**config.mk**
```make
export PLATFORM = sky130hd
export DESIGN_NAME = edge_detect_multi
export DESIGN_NICKNAME = d
export VERILOG_FILES = /design/src/rtl/edge_pkg.sv /design/src/rtl/edge_chan.sv /design/src/rtl/edge_detect_multi.sv
export SDC_FILE = /design/constraint.sdc
export NUM_CORES = 1
export LEC_CHECK = 0
export CORE_MARGIN = 1
export CORE_UTILIZATION = 49
export CTS_CLUSTER_DIAMETER = 100
export DETAILED_ROUTE_END_ITERATION = 7
export PLACE_DENSITY = 0.89
export SYNTH_ARGS = -nofsm -noshare
export SYNTH_HDL_FRONTEND = slang
export SYNTH_SLANG_ARGS = --single-unit
```
**constraint.sdc**
```tcl
create_clock -name clk -period 2.45 [get_ports clk]
set_clock_uncertainty 0.1 [all_clocks]
set_input_delay 0.49 -clock clk [delete_from_list [all_inputs] [get_ports clk]]
set_output_delay 0.49 -clock clk [all_outputs]
set_load 0.1 [all_outputs]
```
**src/rtl/edge_pkg.sv**
```systemverilog
// ----------------------------------------------------------------------------
// edge_pkg
//   Shared definitions for the multi-channel edge detector.
//   mode_t encodes which edge direction qualifies an event on a channel:
//     MODE_OFF  (00) never qualifies
//     MODE_RISE (01) rising edges qualify
//     MODE_FALL (10) falling edges qualify
//     MODE_ANY  (11) both directions qualify
// ----------------------------------------------------------------------------
package edge_pkg;

    typedef enum logic [1:0] {
        MODE_OFF  = 2'b00,
        MODE_RISE = 2'b01,
        MODE_FALL = 2'b10,
        MODE_ANY  = 2'b11
    } mode_t;

endpackage

```
**src/rtl/edge_chan.sv**
```systemverilog
// ----------------------------------------------------------------------------
// edge_chan
//   One edge-detector channel: synchroniser, optional stability filter,
//   accepted-level register, registered edge pulses, sticky flag and
//   saturating event counter.
//   Optional feature macro: EDGE_FILTER_EN (adds the stability filter).
// Ports
//   clk       in   rising-edge clock
//   rst_n     in   synchronous active-low reset
//   in_lvl    in   asynchronous level input
//   warm_done in   high once the shared warm-up period has elapsed
//   mode      in   event qualification mode (mode_t)
//   evt_clr   in   clears flag and counter (a same-cycle event wins)
//   pos_edge  out  one-cycle pulse on accepted 0->1
//   neg_edge  out  one-cycle pulse on accepted 1->0
//   any_edge  out  pos_edge | neg_edge
//   evt_flag  out  sticky qualified-event flag
//   evt_cnt   out  saturating qualified-event count
// ----------------------------------------------------------------------------
module edge_chan
    import edge_pkg::*;
#(
    parameter int SYNC_STAGES = 2,
    parameter int CNT_W       = 8
`ifdef EDGE_FILTER_EN
    ,
    parameter int FILT_LEN    = 3
`endif
) (
    input  logic             clk,
    input  logic             rst_n,
    input  logic             in_lvl,
    input  logic             warm_done,
    input  mode_t            mode,
    input  logic             evt_clr,
    output logic             pos_edge,
    output logic             neg_edge,
    output logic             any_edge,
    output logic             evt_flag,
    output logic [CNT_W-1:0] evt_cnt
);

    logic [SYNC_STAGES-1:0] sync_q;
    logic                   acc_lvl;
    logic                   lvl_q;
    logic                   rise;
    logic                   fall;
    logic                   qual;

    always_ff @(posedge clk) begin
        if (!rst_n) begin
            sync_q <= '0;
        end else begin
            sync_q <= {sync_q[SYNC_STAGES-2:0], in_lvl};
        end
    end

`ifdef EDGE_FILTER_EN
    localparam int FW = $clog2(FILT_LEN + 1);

    logic          acc_q;
    logic [FW-1:0] stab_q;

    // The accepted level follows the synchronised level only after it has
    // disagreed for FILT_LEN consecutive cycles; any agreement restarts.
    always_ff @(posedge clk) begin
        if (!rst_n) begin
            acc_q  <= 1'b0;
            stab_q <= '0;
        end else if (sync_q[SYNC_STAGES-1] != acc_q) begin
            if (stab_q == FW'(FILT_LEN - 1)) begin
                acc_q  <= sync_q[SYNC_STAGES-1];
                stab_q <= '0;
            end else begin
                stab_q <= stab_q + 1'b1;
            end
        end else begin
            stab_q <= '0;
        end
    end

    assign acc_lvl = acc_q;
`else
    assign acc_lvl = sync_q[SYNC_STAGES-1];
`endif

    // Edges are compared against the previous accepted level; during warm-up
    // the level register still tracks so a level present at reset is absorbed.
    assign rise = warm_done &  acc_lvl & ~lvl_q;
    assign fall = warm_done & ~acc_lvl &  lvl_q;

    always_comb begin
        qual = 1'b0;
        case (mode)
            MODE_RISE: qual = rise;
            MODE_FALL: qual = fall;
            MODE_ANY:  qual = rise | fall;
            default:   qual = 1'b0;
        endcase
    end

    always_ff @(posedge clk) begin
        if (!rst_n) begin
            lvl_q    <= 1'b0;
            pos_edge <= 1'b0;
            neg_edge <= 1'b0;
            any_edge <= 1'b0;
            evt_flag <= 1'b0;
            evt_cnt  <= '0;
        end else begin
            lvl_q    <= acc_lvl;
            pos_edge <= rise;
            neg_edge <= fall;
            any_edge <= rise | fall;

            if (qual) begin
                evt_flag <= 1'b1;
            end else if (evt_clr) begin
                evt_flag <= 1'b0;
            end

            // A clear coinciding with an event restarts the count at one.
            if (evt_clr) begin
                evt_cnt <= CNT_W'(qual);
            end else if (qual && (evt_cnt != '1)) begin
                evt_cnt <= evt_cnt + 1'b1;
            end
        end
    end

endmodule

```
**src/rtl/edge_detect_multi.sv**
```systemverilog
// ----------------------------------------------------------------------------
// edge_detect_multi
//   Multi-channel edge detector for asynchronous level inputs. Each channel
//   is an edge_chan instance; this level holds the shared warm-up counter,
//   the port slicing and the registered interrupt.
//   Optional feature macro: EDGE_FILTER_EN (per-channel stability filter,
//   FILT_LEN cycles; FILT_LEN is otherwise ignored).
// Ports
//   clk       in   rising-edge clock
//   rst_n     in   synchronous active-low reset
//   in        in   [CH]        asynchronous level inputs
//   mode      in   [2*CH]      per-channel mode at [2c+1:2c]
//   evt_clr   in   [CH]        per-channel flag/counter clear
//   pos_edge  out  [CH]        rising-edge pulses
//   neg_edge  out  [CH]        falling-edge pulses
//   any_edge  out  [CH]        either-edge pulses
//   evt_flag  out  [CH]        sticky qualified-event flags
//   evt_cnt   out  [CH*CNT_W]  counters, channel c at [c*CNT_W +: CNT_W]
//   irq       out              registered OR of evt_flag
// ----------------------------------------------------------------------------
module edge_detect_multi
    import edge_pkg::*;
#(
    parameter int CH          = 4,
    parameter int SYNC_STAGES = 2,
    parameter int CNT_W       = 8,
    parameter int FILT_LEN    = 3
) (
    input  logic                clk,
    input  logic                rst_n,
    input  logic [CH-1:0]       in,
    input  logic [2*CH-1:0]     mode,
    input  logic [CH-1:0]       evt_clr,
    output logic [CH-1:0]       pos_edge,
    output logic [CH-1:0]       neg_edge,
    output logic [CH-1:0]       any_edge,
    output logic [CH-1:0]       evt_flag,
    output logic [CH*CNT_W-1:0] evt_cnt,
    output logic                irq
);

    if (CH < 1)          begin : g_bad_ch   $error("CH must be >= 1");          end
    if (SYNC_STAGES < 2) begin : g_bad_sync $error("SYNC_STAGES must be >= 2"); end
    if (CNT_W < 1)       begin : g_bad_cnt  $error("CNT_W must be >= 1");       end
    if (FILT_LEN < 1)    begin : g_bad_filt $error("FILT_LEN must be >= 1");    end

    // Edges are suppressed until the synchroniser (and filter) have flushed
    // the post-reset level through to the level register.
`ifdef EDGE_FILTER_EN
    localparam int WARM = SYNC_STAGES + 1 + FILT_LEN;
`else
    localparam int WARM = SYNC_STAGES + 1;
`endif
    localparam int WW = $clog2(WARM + 1);

    logic [WW-1:0] warm_q;
    logic          warm_done;

    assign warm_done = (warm_q == WW'(WARM));

    always_ff @(posedge clk) begin
        if (!rst_n) begin
            warm_q <= '0;
        end else if (!warm_done) begin
            warm_q <= warm_q + 1'b1;
        end
    end

    for (genvar c = 0; c < CH; c++) begin : g_chan
        edge_chan #(
            .SYNC_STAGES (SYNC_STAGES),
            .CNT_W       (CNT_W)
`ifdef EDGE_FILTER_EN
            ,
            .FILT_LEN    (FILT_LEN)
`endif
        ) u_chan (
            .clk       (clk),
            .rst_n     (rst_n),
            .in_lvl    (in[c]),
            .warm_done (warm_done),
            .mode      (mode_t'(mode[2*c +: 2])),
            .evt_clr   (evt_clr[c]),
            .pos_edge  (pos_edge[c]),
            .neg_edge  (neg_edge[c]),
            .any_edge  (any_edge[c]),
            .evt_flag  (evt_flag[c]),
            .evt_cnt   (evt_cnt[c*CNT_W +: CNT_W])
        );
    end

    always_ff @(posedge clk) begin
        if (!rst_n) begin
            irq <= 1'b0;
        end else begin
            irq <= |evt_flag;
        end
    end

endmodule
```
==> Flow_metrics.wiki <==
{| class="wikitable"
! Metric !! Value
|-
| Run status || completed
|-
| Arithmetic-cell share of the synthesized area counting full adders, half adders and majority gates || 0.02201
|-
| Critical path arrival || 2.38 ns
|-
| Reg2Reg Capture Point || g_chan[3].u_chan.evt_cnt[3]
|-
| Die Y-Extent || between 70 and 80 microns
|-
| Cts repair resizes || 0
|-
| Fin crit period || 2.226 ns
|-
| Count of flip-flops with a built-in enable after synthesis || 0
|-
| Post-placement cell count || 425
|-
| Final hold violation count || 0
|-
| Total area of multi-input combinational cells || 1374 sq um
|-
| Count of routing violations after the opening detailed-route iteration || 143
|-
| Clock Path Buffers || 2
|-
| Cell type contributing the most total cell area after synthesis || sky130_fd_sc_hd__dfxtp_1
|-
| Post-DP Area || 3334 sq um
|-
| Max-capacitance violation count || 0
|-
| Number of antenna cells inserted || 0
|-
| Largest family of logic cells by synthesized area || simple AND/OR/NAND/NOR gates
|-
| Leakage power summed over all cells || about 1.4 nW
|-
| Crit path required time || 2.60 ns
|-
| Synthesized netlist net count || 332
|-
| Synthesized-area fraction occupied by xor and xnor cells || 0.003081
|-
| Number of hold-repair buffers added at the cts stage || 0
|-
| Die span in x || 78.17 microns
|-
| Final period util || 0.9086
|-
| Number of input and output port buffers inserted || between 60 and 70
|-
| Detail-routed net length per standard cell || 14.41 microns
|-
| Final worst setup slack || 0.2239 ns
|-
| Maximum clock frequency || 0.4492 GHz
|-
| Flip-flop and latch area || 1261 sq um
|-
| Fin Setup TNS || 0 ns
|-
| Filler instances || 493
|-
| Global-route wire length before repair || 10530 microns
|-
| Number of buffers added for setup after CTS || 0
|-
| Cell depth of the worst flop-to-flop path || 5
|-
| TritonCTS clock tree || built
|-
| Worst Hold Depth || 1
|-
| Synth Register Bits || 63
|-
| Synth top area cells || sky130_fd_sc_hd__dfxtp_1, sky130_fd_sc_hd__buf_4, sky130_fd_sc_hd__a21oi_1
|-
| CTS sink count || 63
|-
| Later-pin clock latency in the skew report || between 0.3 and 0.4 ns
|-
| Number of global-route vias before repair || 2352
|-
| Proportion of layout cells with a drive suffix above 1 || 0.2044
|-
| Transition time at the pin with the least slew margin || 0.6658 ns
|-
| Design Area, Final || 3480 sq um
|-
| Distinct cells, synth || 51
|-
| Syn Inst Count || around 310
|-
| Sum of net half-perimeters after detailed placement || 4518 microns
|-
| Power per standard cell area || 551.8 nW/um^2
|-
| Final hold slack || 0.3327 ns
|-
| Post-synthesis sequential area ratio || 0.4437
|-
| End point of the most critical hold path || g_chan[0].u_chan.sync_q[1]
|-
| Worst voltage drop across the vdd grid || 0.0003540 V
|-
| Overall global routing resource usage || 0.2166
|-
| CTS Root Buffer Type || sky130_fd_sc_hd__clkbuf_8
|-
| Startpoint of the lowest-slack hold path || g_chan[0].u_chan.sync_q[0]
|-
| GRT overflow || 0
|-
| Number of warning messages in the yosys log || 0
|-
| Number of nets in the final layout || 387
|-
| Max-slew headroom || 0.5545
|-
| Cell Rows || 27
|-
| Commonest non-fill, non-tap cell in the layout || sky130_fd_sc_hd__dfxtp_1
|-
| Remaining DRCs || 0
|-
| Kind of critical path || register to register
|-
| Minimum setup slack among reg-to-reg paths || around 0.22 ns
|-
| Final total power || 1.920 mW
|-
| Number of search-and-repair iterations in the first detailed-routing pass || 5
|-
| Antenna-violating nets left || 0
|-
| Crit end category || register
|-
| Mux share of post-synthesis cell area || 0.01761
|-
| Non-filler cells, final || around 440
|-
| Path type of the worst min-delay path || register to register
|-
| Largest net degree at the start of global routing || 15
|-
| Max-slew violation count || 0
|-
| Number of buffers created by CTS || 9
|-
| Top Ports || 67
|-
| Post-Syn Area per Cell || a little over 9 sq um
|-
| Largest fanout on the critical path || 14
|-
| Final cell utilization of the core || 0.6280
|-
| Setup repair after global routing missed its margin || no
|-
| Overall die area || 6110 sq um
|-
| Final weighted congestion in routability-driven placement || 0.8258
|-
| Total setup violations reported at the end of the flow || 0
|-
| Post-synthesis async set-or-reset flop share || 0
|-
| Cell Area, Synth || 2843 sq um
|-
| Post-Place Setup Slack || 0.1398 ns
|-
| Initial standard-cell utilization of the core || 0.5131
|-
| Total wire length || 6326 microns
|-
| Critical R2R Launch || warm_q[0]
|-
| Initial antenna violation count || 0
|-
| Compound-gate portion of the synthesized area || 0.1831
|-
| Post-synth top area share || 0.4437
|-
| Simple logic cell fraction of the synthesized area || 0.2575
|-
| Core region area || 5540 sq um
|-
| Layout area overhead || 22.40%
|-
| Most frequent cells in the layout || sky130_fd_sc_hd__dfxtp_1, sky130_fd_sc_hd__buf_4, sky130_fd_sc_hd__a21oi_1
|-
| Vias || 2509
|-
| Main synth FF type || sky130_fd_sc_hd__dfxtp_1
|-
| Count of H-tree levels built during CTS || 3
|-
| Kind of start point of the critical path || register
|-
| Register clock-pin slew on the reported worst setup and hold paths || 0.06 ns
|-
| Via-per-instance ratio || between 5 and 6
|}
layer usage:
metal	vias to the layer above	share of wire	track usage
met2	67	0.47	0.3474
met3	13	0.043	0.03605
met4	0	0.021	0.1259
met5	-	0	0
li1	1242	-	-
met1	1187	0.46	0.2742
cell type report:
| cell class | instances | area share |
|---|---|---|
| Multi-Input combinational cell | 210 | 0.3948 |
| Sequential cell | 63 | 0.3625 |
| Timing Repair Buffer | 71 | 0.1654 |
| Clock buffer | 12 | 0.03884 |
| Tap cell | 72 | 0.02589 |
| Inverter | 9 | 0.009709 |
| Clock inverter | 2 | 0.002877 |
cell families (layout without fill, tap and decap cells):
kind of cell	after synthesis	after routing
AOI/OAI and AO/OA	74	74
DFF	63	63
muxes	5	5
buffers and inverters	36	94
and+or+nand+nor	125	125
adders and majority gates	5	5
xor gates and xnor gates	1	1
worst max-delay path by stage:
stage | startpoint | end | slack [ns] | cells after the start
floorplan | g_chan[1].u_chan.evt_cnt[0] | g_chan[1].u_chan.evt_cnt[0] | 0.001 | 5
global placement | mode[1] | g_chan[0].u_chan.evt_cnt[0] | 0.21 | 5
detailed placement | mode[1] | g_chan[0].u_chan.evt_cnt[0] | 0.14 | 5
CTS | warm_q[0] | g_chan[1].u_chan.evt_cnt[7] | 0.21 | 5
global route | warm_q[0] | g_chan[1].u_chan.evt_cnt[7] | 0.06 | 5
finish | warm_q[0] | g_chan[3].u_chan.evt_cnt[3] | 0.22 | 5
state kept, by name, indices dropped and copies added (netlist names):
signal / cells
g_chan.u_chan.evt_cnt: 32
g_chan.u_chan.sync_q: 8
g_chan.u_chan.any_edge: 4
g_chan.u_chan.evt_flag: 4
g_chan.u_chan.lvl_q: 4
g_chan.u_chan.neg_edge: 4
g_chan.u_chan.pos_edge: 4
warm_q: 2
irq: 1
report_power, final:
| group | internal, mW | switching (mW) |
|---|---|---|
| registers | 1.04 | 0.0128 |
| clock network | 0.353 | 0.356 |
| logic | 0.0610 | 0.0922 |
| total | 1.46 | 0.461 |
cell usage after synthesis (all sizes together) (4+ instances only):
library cell	count
a21oi	23
and2	16
and3	4
and4	6
and4b	4
buf	21
clkbuf	6
dfxtp	63
ha	5
inv	9
mux2i	5
nand2	20
nand2b	15
nand3	13
nand4	5
nand4b	5
nor2	20
o21ai	7
o311ai	7
o31ai	4
o41ai	8
or4	5
critical path, stage by stage (launching register included):
cell and delay [ns]:
sky130_fd_sc_hd__dfxtp_1 0.35, sky130_fd_sc_hd__ha_1 0.46, sky130_fd_sc_hd__nand2_1 0.14, sky130_fd_sc_hd__o22a_1 0.37, sky130_fd_sc_hd__or4_1 0.56, sky130_fd_sc_hd__a21oi_1 0.17
No activity file was read; power rests on OpenSTA's default activity.
